`config.mk`:
```
export PLATFORM = sky130hd
export DESIGN_NAME = bias_relu_stage
export DESIGN_NICKNAME = d
export VERILOG_FILES = /design/src/rtl/bias_relu_stage.sv
export SDC_FILE = /design/constraint.sdc
export NUM_CORES = 2
export LEC_CHECK = 0
export ABC_CLOCK_PERIOD_IN_PS = 2200
export CORE_AREA = 2 2 342 344
export DETAILED_ROUTE_END_ITERATION = 8
export DIE_AREA = 0 0 344 346
export HOLD_SLACK_MARGIN = 0.02
export MAX_ROUTING_LAYER = met4
export PLACE_DENSITY = 0.57
export SKIP_CTS_REPAIR_TIMING = 1
export SLEW_MARGIN = 20
export SYNTH_ARGS = -nofsm -noshare
export SYNTH_HDL_FRONTEND = slang
export SYNTH_SLANG_ARGS = --single-unit
```
`constraint.sdc`:
```
create_clock -name clk -period 2.2 [get_ports clk]
set_input_delay 0.33 -clock clk [delete_from_list [all_inputs] [get_ports clk]]
set_output_delay 0.33 -clock clk [all_outputs]
set_load 0.01 [all_outputs]
```
`src/rtl/bias_relu_stage.sv`:
```
// rtl/bias_relu_stage.sv - two-stage per-lane bias add, 18-bit saturation and optional ReLU
// S1 holds the 19-bit sums, S2 holds the final lane results, and both stages stall together on backpressure.
module bias_relu_stage #(
   parameter int N_adder_tree = 16,
   parameter int RELU_EN      = 1,
   parameter int N_PIX        = 49
) (
   input  logic                         clk,
   input  logic                         rst_n,
   input  logic [N_adder_tree*18-1:0]   bias_q,
   input  logic [N_adder_tree*18-1:0]   in_data,
   input  logic                         in_valid,
   output logic                         in_ready,
   output logic [N_adder_tree*18-1:0]   out_data,
   output logic                         out_valid,
   input  logic                         out_ready,
   output logic                         out_last,
   output logic                         sat_flag
);
   localparam int W     = N_adder_tree * 18;
   localparam int CNT_W = (N_PIX > 1) ? $clog2(N_PIX) : 1;
   localparam logic [CNT_W-1:0] LAST_CNT = CNT_W'(N_PIX - 1);

   logic [N_adder_tree-1:0][18:0] s1_sum_q, s1_sum_d;
   logic                          s1_valid_q;
   logic [W-1:0]                  s2_data_q, s2_data_d;
   logic                          s2_valid_q;
   logic [CNT_W-1:0]              pix_cnt_q, pix_cnt_d;
   logic                          sat_q, sat_d;
   logic                          any_sat;
   logic                          s2_adv;
   logic [18:0]                   lane_sum;
   logic [17:0]                   lane_res;

   // S1 may always move into S2 whenever S2 is empty or being drained this cycle.
   assign s2_adv   = !s2_valid_q || out_ready;
   assign in_ready = !s1_valid_q || s2_adv;

   always_comb begin
      s1_sum_d  = '0;
      s2_data_d = '0;
      any_sat   = 1'b0;
      lane_sum  = '0;
      lane_res  = '0;
      for (int i = 0; i < N_adder_tree; i++) begin
         s1_sum_d[i] = {in_data[18*i+17], in_data[18*i +: 18]}
                     + {bias_q[18*i+17], bias_q[18*i +: 18]};
         lane_sum = s1_sum_q[i];
         // The two top bits disagree exactly when the sum left the 18-bit range.
         if (lane_sum[18] != lane_sum[17]) begin
            any_sat  = 1'b1;
            lane_res = lane_sum[18] ? 18'h20000 : 18'h1FFFF;
         end else begin
            lane_res = lane_sum[17:0];
         end
         if (RELU_EN != 0 && lane_res[17]) begin
            lane_res = '0;
         end
         s2_data_d[18*i +: 18] = lane_res;
      end
   end

   assign sat_d     = sat_q | (s1_valid_q & any_sat);
   assign pix_cnt_d = (pix_cnt_q == LAST_CNT) ? '0 : pix_cnt_q + CNT_W'(1);

   always_ff @(posedge clk or negedge rst_n) begin
      if (!rst_n) begin
         s1_sum_q   <= '0;
         s1_valid_q <= 1'b0;
         s2_data_q  <= '0;
         s2_valid_q <= 1'b0;
         pix_cnt_q  <= '0;
         sat_q      <= 1'b0;
      end else begin
         if (in_ready) begin
            s1_valid_q <= in_valid;
            if (in_valid) begin
               s1_sum_q <= s1_sum_d;
            end
         end
         if (s2_adv) begin
            s2_valid_q <= s1_valid_q;
            if (s1_valid_q) begin
               s2_data_q <= s2_data_d;
               sat_q     <= sat_d;
            end
         end
         if (s2_valid_q && out_ready) begin
            pix_cnt_q <= pix_cnt_d;
         end
      end
   end

   assign out_data  = s2_data_q;
   assign out_valid = s2_valid_q;
   assign out_last  = s2_valid_q && (pix_cnt_q == LAST_CNT);
   assign sat_flag  = sat_q;
endmodule
```
==> impl_summary.md <==
Job
Across the run, the number of max-cap violations was 0.

Global route
The total global routing track utilization is 0.2356. The via count of the first global-routing pass came to around 35000. The total overflow reported by the global router is 0. The first global-routing pass estimated about 210000 µm of wire. The number of antenna violations at the first check in global routing is 18.

Entering global routing, the biggest net connects 73 pins.

Timing
In the finished design, the share of the clock period the worst path needs comes to 0.9928. Hold is met by 83.10 ps. The setup violation total in the final timing report is 0.

The count of final max-slew check failures is 0. For the pin with the worst max-slew slack, the measured transition is 950.8 ps. The clock period could shrink to 2184 ps. The worst-case headroom to the max-slew limit is 0.3638. Setup repair after global routing could not meet its margin everywhere. The maximum clock frequency is between 0.4 and 0.5 GHz. In the post-route analysis, the smallest setup slack over all paths is between 15 and 20 ps. Between clock sinks in the finished design, the worst skew comes to about 23 ps. The final count of hold timing violations is 0.

Summed over all failing endpoints, the final setup total negative slack is 0 ps.

Synth
In the synthesized netlist the dominant register cell turns out to be dfrtp_1. The part of the Yosys area used for sequential elements is 0.4106. By area the synthesized netlist is led by dfrtp_1 (41%), ha_1 (11%), o21ai_0 (8.1%). The number of synthesis warnings is 0. The biggest area consumer among synthesized cells is dfrtp_1.

The number of instances in the synthesized netlist is slightly above 4000. Counting flops with an async set or reset pin after synthesis yields a share of 1.000. The number of enable-type register cells in the synthesized netlist is 0.

The summed instance area of the synthesized netlist is about 36000 µm². The synthesized area per cell is ~8.8 µm². The count of distinct cell types in the synthesized netlist is 83.

After synthesis the netlist holds a flip-flop and latch count of 585. The area share of the leading cell type in the synthesized netlist is 0.4106.

Power and ir drop
The power per unit of standard cell area is slightly below 900 nW/µm². The standby leakage power is between 20 and 30 nW. The completed layout was analyzed and its total power is ~0.049 W. IR analysis of the VDD net gives a maximum drop of ~0.55 mV.

Floorplanning
The placement row count is 125. The core region is approximately 120000 µm². From bottom edge to top edge, the die measures 346 µm. The I/O pin total is between 800 and 900. The horizontal die dimension is 344 µm. The total die area is between 100000 and 150000 µm². The initial utilization of the core area, before any placement, comes to 0.3089.

Detailed routing
The detail-routed via count per cell is 4.962. The final layout contains routed wiring with a total length of roughly 140000 µm. The detail-routed net length per standard cell is 19.86 µm. The first detailed-routing pass ran for 5 iterations. The routed via count is around 35000.

The number of DRC markers in iteration 0 is around 1900. For this run, design rule violations remaining after detail routing come to 0. The residual antenna-violating net count after detailed routing is 0.

Placement
The cell area after placement is about 51000 µm². Once detailed placement completed, the half-perimeter wirelength came to ~110000 µm. The placer congestion estimate is 0.9591. The worst setup slack before clock tree synthesis is -1082 ps. The count of buffers from port buffering is ~860.

Worst setup path
The critical path startpoint category is an input port. The critical path arrival is between 2000 and 3000 ps. Along the worst path, the maximum fanout reaches 3.

The worst setup path is captured at a register. Data on the critical path is required at its endpoint by 2750 ps. The kind of critical path is in2reg.

Clock network
The H-tree was split into 3 levels. In this run, CTS created clock tree buffers numbering 72. TritonCTS built the clock tree.

For this design, the sink count on the clock tree is between 500 and 600. The root buffer cell is clkbuf_16. The clock slew seen by the registers of the worst setup and hold paths is 60 ps.

Counting along the longest clock path gives a buffer depth of 3. At the later pin of the worst-skew pair, clock insertion delay measures about 630 ps.

Worst hold path
The min-delay analysis places its worst path in the category in2reg.

Layout
The most common cell after layout, fill and taps aside is clkdlybuf4s50_1. Leaving out fill and tap cells, the most frequent cells in the layout are clkdlybuf4s50_1 (761), nand2_1 (675), buf_4 (668), dfrtp_1 (585), o21ai_0 (539). The fraction of final layout cells sized beyond drive strength 1 is 0.1976.

Counting the fill cells in the layout gives approximately 11000. The net count of the finished layout is ~6400. The synthesis-to-layout area growth is 54.27%. The finished cells cover 55000 µm².

Outcome
The run finished with clean final reports.
-- report_power, final --
group / switching [W] / total (W) / internal (W)
clock: 0.00501 / 0.0122 / 0.00716
sequential: 0.00222 / 0.0163 / 0.0140
combinational: 0.0103 / 0.0201 / 0.00976
total: 0.0176 / 0.0485 / 0.0310
-- synthesized netlist by cell type (all sizes together), types with 16 or more instances --
cell type,n
a211oi,48
a21o,55
a21oi,424
a31oi,41
and3,21
buf,31
clkbuf,172
dfrtp,585
fa,16
ha,322
inv,141
nand2,679
nand2b,30
nand3,60
nand4,17
nor2,164
nor2b,27
nor3,57
o211ai,29
o21a,55
o21ai,592
o21bai,24
o31ai,47
or3,50
xnor2,75
xor2,102
-- layer usage --
metal	global-route usage	vias to the layer above	part of all wire
li1	-	17363	-
met1	0.2910	16839	0.43
met2	0.3886	892	0.49
met3	0.04068	214	0.055
met4	0.07737	0	0.032
met5	-	-	0
-- through the flow --
stage,utilization,std cells
after floorplan,-,4082
after global placement,0.4429,6927
after detailed placement,0.4429,6927
after CTS,0.4640,7061
after global routing,0.4764,7112
final,0.4765,7115
-- area by class of cell --
cell class / count / area (µm²) / share of cell area
Antenna cell: 19 / 47.55 / 0.0008645
Clock buffer: 97 / 2077 / 0.03776
Clock inverter: 37 / 354.1 / 0.006438
Inverter: 141 / 529.3 / 0.009623
Multi-Input combinational cell: 3153 / 21010 / 0.3819
Sequential cell: 585 / 14640 / 0.2662
Tap cell: 1524 / 1907 / 0.03467
Timing Repair Buffer: 1559 / 14440 / 0.2625
-- worst paths after layout --
path                                 endpoint  cells past startpoint          start  slack, ps
max in group asynchronous       out_data[100]                      3          rst_n       1090
min in group asynchronous       s1_sum_q[236]                      2          rst_n        220
worst min-delay path             s1_sum_q[95]                      4    in_data[90]         80
worst min register to register  s1_sum_q[123]                      2  s1_sum_q[123]        470
worst max-delay path             s1_sum_q[55]                     10     bias_q[36]         20
worst max register to register  out_data[224]                      5  s1_sum_q[245]        210
-- flip-flops by register name (all words and copies together) (netlist names) --
name / count
out_data: 272
out_valid: 1
lane_sum: 19
pix_cnt_q: 6
sat_flag: 1
s1_sum_q: 285
s1_valid_q: 1
-- critical path, stage by stage --
cell and delay, ps:
clkdlybuf4s50_1 470, ha_2 230, a211oi_4 80, o211ai_1 320, a311o_1 280, nand3_1 120, a41oi_2 250, a21oi_2 100
or4b_1 470, nand3_1 80
-- logic make-up (layout without fill, tap and decap cells) --
logic type                 count (synthesis)  count (layout)  share of synthesized area
adders and majority gates                338             338                     0.1220
and+or+nand+nor                         1183            1183                     0.1473
other                                      1              35                  0.0001052
buffers and inverters                    344            1834                    0.03822
xor gates and xnor gates                 177             177                    0.04348
muxes                                      7               7                   0.002211
DFF                                      585             585                     0.4106
AOI/OAI and AO/OA                       1432            1432                     0.2361
Power figures use the tool's default switching activity.
